===== src/rtl/seq_det_multi.sv =====
// Multi-channel serial pattern detector: shared bit history, per-channel
// programmable pattern/length, overlap mode, and saturating match counters.
module seq_det_lane #(
    parameter int MAX_LEN = 4,
    parameter int CNT_W   = 8,
    parameter int LEN_W   = 3
) (
    input  logic               clk,
    input  logic               rstn,
    input  logic               in_valid,
    input  logic               overlap,
    input  logic               sel,
    input  logic               cnt_clr,
    input  logic [MAX_LEN-1:0] hist_nxt,
    input  logic [MAX_LEN-1:0] cfg_pat,
    input  logic [LEN_W-1:0]   cfg_len,
    output logic               match,
    output logic [CNT_W-1:0]   cnt
);
    logic [MAX_LEN-1:0] pat;
    logic [MAX_LEN-1:0] mask;
    logic [LEN_W-1:0]   len;
    logic [LEN_W-1:0]   fill;
    logic               full;
    logic               det;

    always_comb begin
        mask = '0;
        for (int i = 0; i < MAX_LEN; i++)
            mask[i] = (i < int'(len));
    end

    // Enough bits seen once the completing bit arrives.
    assign full = ((LEN_W+1)'(fill) + (LEN_W+1)'(1)) >= (LEN_W+1)'(len);
    assign det  = in_valid && (len != '0) && full && !sel &&
                  ((hist_nxt & mask) == (pat & mask));

    always_ff @(posedge clk) begin
        if (!rstn) begin
            pat   <= '0;
            len   <= '0;
            fill  <= '0;
            match <= 1'b0;
            cnt   <= '0;
        end else begin
            match <= det;
            if (sel) begin
                pat <= cfg_pat;
                len <= cfg_len;
            end
            if (sel)
                fill <= '0;
            else if (in_valid) begin
                if (det && !overlap)
                    fill <= '0;
                else if (fill != LEN_W'(MAX_LEN))
                    fill <= fill + 1'b1;
            end
            if (sel || cnt_clr)
                cnt <= '0;
            else if (det && (cnt != '1))
                cnt <= cnt + 1'b1;
        end
    end
endmodule

module seq_det_multi #(
    parameter int N_PAT   = 2,
    parameter int MAX_LEN = 4,
    parameter int CNT_W   = 8,
    localparam int IDX_W  = (N_PAT > 1) ? $clog2(N_PAT) : 1,
    localparam int LEN_W  = $clog2(MAX_LEN + 1)
) (
    input  logic                   clk,
    input  logic                   rstn,
    input  logic                   in,
    input  logic                   in_valid,
    input  logic                   overlap,
    input  logic                   cfg_we,
    input  logic [IDX_W-1:0]       cfg_idx,
    input  logic [MAX_LEN-1:0]     cfg_pat,
    input  logic [LEN_W-1:0]       cfg_len,
    input  logic                   cnt_clr,
    output logic [N_PAT-1:0]       match,
    output logic [N_PAT*CNT_W-1:0] match_cnt
);
    logic [MAX_LEN-1:0] hist;
    logic [MAX_LEN-1:0] hist_nxt;

    // Channels compare against the history as it will look after this bit.
    assign hist_nxt = {hist[MAX_LEN-2:0], in};

    always_ff @(posedge clk) begin
        if (!rstn)
            hist <= '0;
        else if (in_valid)
            hist <= hist_nxt;
    end

    genvar k;
    generate
        for (k = 0; k < N_PAT; k++) begin : g_lane
            logic sel;
            assign sel = cfg_we && (cfg_idx == IDX_W'(k));
            seq_det_lane #(
                .MAX_LEN (MAX_LEN),
                .CNT_W   (CNT_W),
                .LEN_W   (LEN_W)
            ) u_lane (
                .clk      (clk),
                .rstn     (rstn),
                .in_valid (in_valid),
                .overlap  (overlap),
                .sel      (sel),
                .cnt_clr  (cnt_clr),
                .hist_nxt (hist_nxt),
                .cfg_pat  (cfg_pat),
                .cfg_len  (cfg_len),
                .match    (match[k]),
                .cnt      (match_cnt[k*CNT_W +: CNT_W])
            );
        end
    endgenerate
endmodule

===== config.mk =====
export PLATFORM = sky130hd
export DESIGN_NAME = seq_det_multi
export DESIGN_NICKNAME = d
export VERILOG_FILES = /design/src/rtl/seq_det_multi.sv
export SDC_FILE = /design/constraint.sdc
export NUM_CORES = 1
export LEC_CHECK = 0
export CAP_MARGIN = 25
export CELL_PAD_IN_SITES_DETAIL_PLACEMENT = 1
export CELL_PAD_IN_SITES_GLOBAL_PLACEMENT = 1
export CORE_ASPECT_RATIO = 1.2
export CORE_UTILIZATION = 36
export DETAILED_ROUTE_END_ITERATION = 6
export PLACE_DENSITY_LB_ADDON = 0.2
export SLEW_MARGIN = 30
export SYNTH_ARGS = -nofsm -noshare
export SYNTH_HDL_FRONTEND = slang
export SYNTH_SLANG_ARGS = --single-unit
export TNS_END_PERCENT = 30

===== constraint.sdc =====
create_clock -name clk -period 2.4 [get_ports clk]
set_clock_uncertainty 0.1 [all_clocks]
set_input_delay 0.48 -clock clk [delete_from_list [all_inputs] [get_ports clk]]
set_output_delay 0.48 -clock clk [all_outputs]
set_load 0.005 [all_outputs]

==> results <==
- The I/O pin count is 33.
- The worst-skew pair later-pin latency is 290 ps.
- The data arrival time at the worst-slack endpoint is 2410 ps.
- The detailed-route wire length per cell is 14.8 um.
- The synthesized netlist contains 45 unique library cells.
- The category of the worst setup path capture point is a flip-flop.
- Net switching is 23.3% of the power.
- In the synthesized netlist, mux cells make up 2.41% of the area.
- The CTS tree is done.
- For this block, the initial DRC count from the detailed router was 120.
- For met2 alone, demand over resource in global routing was 33.4%.
- Summed over all nets, the switching power comes to 370 uW.
- At the end of the flow, the number of nets in the layout was 334.
- The full die area is 6210 um2.
- The area of the core is 5670 um2.
- Measured along the x axis, the die boundary spans 72.1 um.
- The combinational family with the most area after synthesis is simple AND/OR/NAND/NOR gates.
- The largest area contributor in the netlist is dfxtp_1.
- The fraction of the yosys area taken by sequential cells is 38.6%.
- Per report_power, the sequential group accounts for 45.1% of the total.
- The cell type of the slowest stage on the worst timing path is or3_1.
- The arithmetic-cell share of the synthesized area counting full adders, half adders and majority gates is 7.07%.
- The standby leakage power is 1.10 nW.
- The initial utilization of the core area, before any placement, comes to 37.5%.
- The number of global-route vias before repair is 2006.
- The detailed router placed 2007 vias in this run.
- After synthesis, the cell types taking the most area are dfxtp_1 (39%), ha_1 (7.1%), nand2_1 (6.9%).
- The critical path data required time is 2530 ps.
- met2 is the most crowded layer.
- The max-cap check violation count is 0.
- Clock-pin slew was measured on the worst setup and hold paths at 80 ps.
- The number of hold-slack violations in the final timing report is 0.
- The number of hold-repair buffers added at the cts stage is 0.
- The met3 routing resource usage after global routing is 2.82%.
- The critical path in this run is classified as flip-flop to flip-flop.
- The kind of launch point of the worst setup path is a flip-flop.
- The number of port buffers is 32.
- The overall overflow remaining after global route is 0.
- Cells with a size suffix above 1 make up 17.5% of the layout.
- The die is 86.2 um tall.
- The slew at the pin closest to its max-slew limit is 430 ps.
- The max-slew violation total from the final report is 0.
- The number of diodes is 0.
- The total cell area at the placement stage is 2660 um2.
- Counting both buffers and inverters, the worst setup path holds a total of 2.
- Synthesis produced a netlist with a net count of 282.
- The clock period minus worst slack is 2280 ps.
- The global-route wire length before repair is 9380 um.
- The total power per unit cell area is 548 nW/um2.
- Using the TritonRoute via totals, the vias-per-cell ratio works out to 5.17.
- The global routing met1 resource utilization is 24.6%.
- In this run the worst path has a maximum fanout of 6.
- The number of detailed-route iterations in the first pass is 4.
- Synthesis handed over a netlist of 255 instances.
- The area share of the leading cell type in the synthesized netlist is 38.6%.
- The number of antenna violations at the first check in global routing is 0.
- The H-tree generated during clock tree synthesis spans 2 levels.
- The root buffer cell chosen for the clock tree is clkbuf_8.
- The number of rows in the core area is 30.
- The number of clock sinks is 41.
- After filler insertion, the fill cell instance count of the layout stands at 670.
- The synthesized flop and latch total is 41.
- The area of the mapped netlist is 2120 um2.
- The simple-gate share of the synthesized area is 24.2%.
- The setup slack at placement is -194 ps.
- Summing the areas of all xor and xnor instances in the mapped netlist gives 4.95% of the synthesized area.
- The layout overhead on the synthesized area is 36.3%.
- The post-detailed-route count of antenna-violating nets is 0.
- The largest single stage delay on the critical path is 380 ps.
- The maximum clock path buffer count is 2.
- The min-delay analysis places its worst path in the category flip-flop to flip-flop.
- The worst max-slew margin expressed relative to the limit is 71.1%.
- The final layout contains routed wiring with a total length of 5750 um.
- After synthesis, the mean cell area works out to 8.33 um2.
- The worst path uses 95.0% of the clock period.
- After legalization and detailed placement, the total HPWL measured 4210 um.
- Setup repair after global routing could not meet its margin everywhere.
- The total CTS buffers is 5.
- The worst-case IR drop observed on VDD is 0.000291 V.
- The setup slack after layout is 120 ps.
- Summing the areas of all compound-gate instances in the mapped netlist gives 18.1% of the synthesized area.
- The post-route standard cell area excluding fillers is 2900 um2.
- The global router's overall resource usage is 19.4%.
- Cell internal power was estimated by the tool at 1.22 mW.
- The final setup violation count is 0.
- Routability-driven placement finished with a final weighted congestion of 0.783.
- The count of unresolved DRC violations after routing is 0.
- The sum of internal, switching and leakage power is 1.59 mW.
- Of the total power, combinational logic draws 12.9%.
- The synthesis warning total is 0.
- The cell type group with the largest total delay on the critical path is simple AND/OR/NAND/NOR gates.
- The share of power burned in the clock network is 42.0%.
- The flow ran to the end, and the final reports show no timing, DRC or antenna violations.
- Traced cell by cell, the critical path runs through inv_1 > ha_4 > ha_4 > o21ai_2 > o21ai_2 > nand4_1 > buf_4 > or3_1 > a21oi_2.
- The top achievable clock speed is 439 MHz.
- The pin count of the biggest net entering global routing is 20.
-- final cells by class --
cell class | count | area, um2 | share of cell area [%]
flip-flops and latches | 41 | 828 | 28.6
clock inverters | 3 | 65.1 | 2.25
multi-input cells | 192 | 1290 | 44.5
well taps | 80 | 100 | 3.46
repair buffers | 56 | 504 | 17.4
inverters | 11 | 41.3 | 1.43
clock buffers | 5 | 68.8 | 2.38
-- timing repair --
item                                    CTS  global route
endpoints found under the setup margin   11            14
pin swaps                                 3            10
gates resized for setup                   6            17
setup buffers                             1             0
endpoints found under the hold margin     0             0
-- logic make-up (layout without fill, tap and decap cells) --
logic type      after synthesis  after routing
buf+inv                      22             75
xor+xnor                     12             12
mux                           5              5
flops                        41             41
simple gates                102            102
compound gates               61             61
fa+ha+maj                    12             12
-- cells in the final DEF (no fill, tap or decap), types with 4 or more instances in the layout --
master,instances
clkbuf_8,5
nand3_1,7
o21ai_0,5
o31ai_1,5
and3_1,6
inv_1,10
xor2_1,6
ha_4,4
or4_1,5
clkdlybuf4s50_1,32
a21oi_1,26
nor2_1,17
nor3_1,4
xnor2_1,6
nor3b_1,4
ha_1,7
nand2_1,39
buf_4,23
dfxtp_1,37
mux2i_1,4
-- stage by stage --
step                      setup TNS (ps)  std cells  hold WS [ps]  util (%)
after floorplan                        0        255           346         -
after global placement              -452        379           354      46.9
after detailed placement            -991        379           362      46.9
after CTS                              0        388           374      49.7
after global routing               -77.9        388           396      51.1
final                                  0        388           372      51.1
-- routing by layer --
| metal | routed length, um | up-vias |
|---|---|---|
| met4 | 61 | 0 |
| met2 | 2950 | 25 |
| met3 | 131 | 4 |
| met5 | 0 | - |
| met1 | 2610 | 969 |
| li1 | - | 1009 |
-- registers in the layout, indices dropped and copies added (netlist names) --
name / cells
g_lane.u_lane.fill: 6
g_lane.u_lane.pat: 8
g_lane.u_lane.len: 6
g_lane.u_lane.match: 2
g_lane.u_lane.cnt: 16
hist: 3
-- Yosys cell counts (all sizes together) --
cell type and n:
or4 7, xor2 6, a41o 1, nand2 39, nand3 7, ha 12
and3 7, o41ai 3, a21o 1, mux2 1, clkbuf 7, nand2b 3
dfxtp 41, nor2 17, nor2b 1, or3 3, a21oi 28, inv 11
o211ai 3, o311ai 1, buf 4, nand4 3, o2111a 1, and4b 2
xnor2 6, nor3 4, mux2i 4, o31ai 5, o21a 2, and4 1
nor3b 4, o21ai 8, and2 2, nand4b 1, a22oi 1, a31oi 3
nor4 1, a41oi 1, a21boi 2, o21bai 1
-- worst min-delay path, stage by stage (launching register included) --
cell	delay, ps
dfxtp_1	320
nand2_1	50
a21oi_1	50
-- path summary, 6_finish.rpt --
kind,from,to,slack (ps),depth (start not counted)
setup / recovery,g_lane[0].u_lane.fill[0],g_lane[0].u_lane.cnt[0],120,9
setup reg to reg,g_lane[0].u_lane.fill[0],g_lane[0].u_lane.cnt[0],120,9
hold reg to reg,g_lane[0].u_lane.pat[2],g_lane[0].u_lane.pat[2],370,2
hold / removal,g_lane[0].u_lane.pat[2],g_lane[0].u_lane.pat[2],370,2
-- power by group through the flow --
stage	Sequential, mW	Clock, mW	Combinational (mW)
2_1_floorplan	0.728	0	0.0997
3_3_place_gp	0.729	0	0.180
3_5_place_dp	0.730	0	0.185
4_1_cts	0.714	0.686	0.188
5_1_grt	0.719	0.707	0.228
6_report	0.716	0.666	0.204
No activity file was read; power rests on OpenSTA's default activity.
==> RTL change 1, RTL diff (same settings) <==
Add an input register stage for `cfg_len`, without a reset; this delays it by one clock. The other inputs are not delayed to match.
--- a/src/rtl/seq_det_multi.sv
+++ b/src/rtl/seq_det_multi.sv
@@ -84,6 +84,13 @@
     output logic [N_PAT-1:0]       match,
     output logic [N_PAT*CNT_W-1:0] match_cnt
 );
+
+    logic [LEN_W-1:0] cfg_len_q;
+
+    always_ff @(posedge clk) begin
+        cfg_len_q <= cfg_len;
+    end
+
     logic [MAX_LEN-1:0] hist;
     logic [MAX_LEN-1:0] hist_nxt;
 
@@ -115,7 +122,7 @@
                 .cnt_clr  (cnt_clr),
                 .hist_nxt (hist_nxt),
                 .cfg_pat  (cfg_pat),
-                .cfg_len  (cfg_len),
+                .cfg_len  (cfg_len_q),
                 .match    (match[k]),
                 .cnt      (match_cnt[k*CNT_W +: CNT_W])
             );
Behaviour: not the same (Yosys sat finds a counterexample within 4 cycles, from zero or initial values and one cycle with rstn low).
==> RTL change 1 against the unedited design <==
Via count increased by 4.8%; synthesized cell count increased by 4.3%; synthesized area increased by 4.4%; wire length increased by 1.7%; power decreased by 2.0%; non-clock buffer count increased by 4; sequential power increased by 7.7%; setup slack got worse by 0.017 ns; critical path depth unchanged; sequential cell count increased by 3; final area increased by 2.6%; worst hold slack improved by 0.0010 ns; critical endpoint is now g_lane[1].u_lane.cnt[5]; largest power group unchanged.
==> RTL change 1: results (changes against the unedited design) <==
met2 routed WL 3.04 mm (+2.9%); Avg Vias per Cell 5.21 (+0.63%); Hold Path End g_lane[1].u_lane.len[2]; pre-CTS setup slack -0.133 ns (+0.0609 ns); Critical path origin g_lane[1].u_lane.fill[0]; hold depth 2 (unchanged); # resized after CTS 7 (+1); GR Util met3 0.0334 (+0.00517); biggest regs g_lane.u_lane.cnt: 16 flops, g_lane.u_lane.pat: 8 flops; sequential-to-total area share from yosys stat 0.397 (+0.0110); Max VDD drop 0.236 mV (-19%); Yosys Warn Count 0 (unchanged); post-CTS setup buffers 2 (+1); R2R cell count 9 (unchanged); critical path's top delay family simple AND/OR/NAND/NOR gates; initial antenna violation count 0 (unchanged); nets 350 (+4.8%); R2R Path End g_lane[1].u_lane.cnt[5]; detailed-routed wire length on met3 172 µm (+31%); drt first-iter violations 50 (-58%); critical path arrival 2.43 ns (+0.02 ns); top-count cell post-synth nand2_1; gr usage total 0.197 (+0.00267); outcome finished, final reports clean; Metal-1 WL 2.54 mm (-2.8%); main area contributors after synthesis dfxtp_1 (40%), nand2_1 (7.6%), ha_1 (6.8%); Yosys cell types 45 (unchanged); slowest CP cell or4_1; min cycle time layout 2.30 ns (+0.0170 ns); leakage 0.00109 µW (-0.54%); max incr delay on CP 0.53 ns (+0.15 ns); hold crit path type reg2reg; synth cell count leaders nand2_1 (45), dfxtp_1 (44), a21oi_1 (27); async set-reset flop share out of synthesis 0 (unchanged); share of cells above drive strength 1 0.164 (-0.0117); wire length per cell 14.5 µm (-2.3%); highest routed layer met4; min-delay src cfg_len_q[2]; DR pass1 iterations 4 (unchanged); routability cong. 0.779 (-0.54%); Slew @ Worst Pin 0.422 ns (-0.00778 ns); hpwl dp 4.41 mm (+4.8%); grt met1 use 0.235 (-0.0106); crit-path max FO 4 (-2); Mapped Nets 293 (+3.9%); met2 Track Usage GR 0.351 (+0.0172); FF-to-FF setup slack 0.10 ns (-0.02 ns); vias in the first global route 2125 (+5.9%); first-pass GRT wire length 9.80 mm (+4.5%); largest net degree at the start of global routing 20 (unchanged)
-- RTL change 1: changes by cell type in the layout (fill, tap and decap cells not counted), sizes merged, moves of 2 or more --
cell | before | now
or3 | 3 | 7
nor3 | 4 | 7
buf | 24 | 28
o211ai | 3 | 0
and3 | 7 | 2
nor3b | 4 | 2
dfxtp | 41 | 44
nand2 | 39 | 45
nand4b | 1 | 3
a221oi | 0 | 2
-- RTL change 1: logic make-up after synthesis --
kind of cell    share of synthesized area
fa+ha+maj                          0.0677
compound gates                      0.174
flops                               0.397
xor+xnor                           0.0474
buf+inv                            0.0423
mux                                0.0181
simple gates                        0.253
-- RTL change 1: where the power goes --
part / switching, µW / internal, µW / leakage [µW] / total [µW]
sequential: 19.9 / 751 / 0.000360 / 771
combinational: 113 / 110 / 0.000676 / 223
clock: 251 / 309 / 0.0000552 / 560
-- RTL change 1: worst register-to-register path, stage by stage (launching register included) --
cell,delay [ns]
dfxtp_4,0.37
ha_4,0.17
xor2_1,0.14
ha_1,0.27
o21ai_0,0.07
o21ai_1,0.18
buf_4,0.15
nand4_1,0.12
or4_1,0.53
a21oi_1,0.13
-- RTL change 1: stage by stage --
stage	hold WS [ns]	cells	utilization	total power, µW	area [µm²]
finish	0.373	404	0.514	1550	2970
global route	0.399	404	0.514	1630	2970
CTS	0.377	399	0.498	1560	2880
detailed placement	0.365	389	0.475	987	2750
global placement	0.359	389	0.475	978	2750
floorplan	0.332	266	-	891	2220
-- RTL change 1: cell type report --
type                            instances  area, µm²
Multi-Input combinational cell        200       1300
Clock inverter                          2       35.0
Tap cell                               80        100
Clock buffer                            6       72.6
Fill cell                             737       2810
Sequential cell                        44        888
Timing Repair Buffer                   60        534
Inverter                               12       45.0
==> RTL change 2, RTL diff (same flow settings) <==
Without the edit above. `MAX_LEN` is set to 4 in 2 places; all go to 2.
--- a/src/rtl/seq_det_multi.sv
+++ b/src/rtl/seq_det_multi.sv
@@ -1,7 +1,7 @@
 // Multi-channel serial pattern detector: shared bit history, per-channel
 // programmable pattern/length, overlap mode, and saturating match counters.
 module seq_det_lane #(
-    parameter int MAX_LEN = 4,
+    parameter int MAX_LEN = 2,
     parameter int CNT_W   = 8,
     parameter int LEN_W   = 3
 ) (
@@ -66,7 +66,7 @@
 
 module seq_det_multi #(
     parameter int N_PAT   = 2,
-    parameter int MAX_LEN = 4,
+    parameter int MAX_LEN = 2,
     parameter int CNT_W   = 8,
     localparam int IDX_W  = (N_PAT > 1) ? $clog2(N_PAT) : 1,
     localparam int LEN_W  = $clog2(MAX_LEN + 1)
Interface: changed (resized cfg_len and cfg_pat); port bits go from 33 to 30. The function was not compared with the original's and may differ.
==> RTL change 2 against the unedited design <==
Count of clock-buffer cells in the layout is 2 higher; highest routed layer unchanged; setup slack worse by 0.067 ns; critical path depth is 3 lower; power is 31% lower; sequential cell count is 10 lower; wire length is 18% lower; synthesized area is 23% lower; final area is 22% lower; cell count is 21% lower.
==> RTL change 2: results (changes against the unedited design) <==
first-pass GRT wire length 7.87 mm (-16%); routability cong. 0.788 (+0.60%); minimum hold slack 0.376 ns (+0.00445 ns); min-delay src g_lane[0].u_lane.pat[1]; crit-path max FO 9 (+3); Mapped Nets 218 (-23%); Seq pwr share 0.493 (+0.042); DP Area 0.00213 mm² (-20%); DR pass1 iterations 6 (+2); leakage 0.000807 µW (-26%); Metal-1 WL 1.82 mm (-30%); share of cells above drive strength 1 0.185 (+0.00941); hpwl dp 3.78 mm (-10%); largest net degree at the start of global routing 12 (-40%); via count 1658 (-17%); GR Util met3 0.0314 (+0.00324); fin cells 305 (-21%); FF-to-FF setup slack 0.05 ns (-0.07 ns); CP Capture Point g_lane[1].u_lane.cnt[4]; drt first-iter violations 47 (-61%); critical path arrival 2.47 ns (+0.06 ns); R2R Path End g_lane[1].u_lane.cnt[4]; outcome finished, final reports clean; vias in the first global route 1752 (-13%); fmax 426 MHz (-2.9%); # resized after CTS 3 (-3); Synth Instances 196 (-23%); Max VDD drop 0.334 mV (+15%); post-synthesis mux area share 0.0123 (-0.0119); slowest CP cell or4_4; pre-CTS setup slack -0.315 ns (-0.121 ns); main area contributors after synthesis dfxtp_1 (38%), a21oi_1 (6.8%), ha_1 (6.1%); max incr delay on CP 0.53 ns (+0.15 ns); met2 routed WL 2.74 mm (-7.2%); Post-Route WL 4.73 mm (-18%); worst reg2reg startpoint g_lane[1].u_lane.fill[0]; I/O Buffers 29 (-9.4%); sequential-to-total area share from yosys stat 0.381 (-0.00568); Hold Path End g_lane[0].u_lane.pat[1]
RTL change 2: cell types whose count changed after synthesis, sizes merged, moves of 4 or more:
| cell | delta |
|---|---|
| nor2b | +4 |
| clkbuf | -6 |
| and3 | -5 |
| xor2 | -5 |
| nor3b | -4 |
| ha | -4 |
| nand3 | +4 |
| nor2 | -7 |
| dfxtp | -10 |
| or3 | +6 |
| nand2 | -13 |
| a21oi | -6 |
RTL change 2: final cells by class:
type / count / area (µm²)
fillers: 544 / 2040
multi-input cells: 149 / 971
flip-flops and latches: 31 / 624
repair buffers: 53 / 474
clock buffers: 7 / 76.3
well taps: 56 / 70.1
inverters: 8 / 30.0
clock inverters: 1 / 5.00
RTL change 2: worst max-delay path: cells and delay by family (launching register included):
family | cells | cell delay [ns]
adder cells (fa/ha/maj) | 1 | 0.47
AO/OA/AOI/OAI | 2 | 0.42
AND/OR/NAND/NOR | 2 | 0.92
buffers and inverters | 1 | 0.05
flip-flops | 1 | 0.33
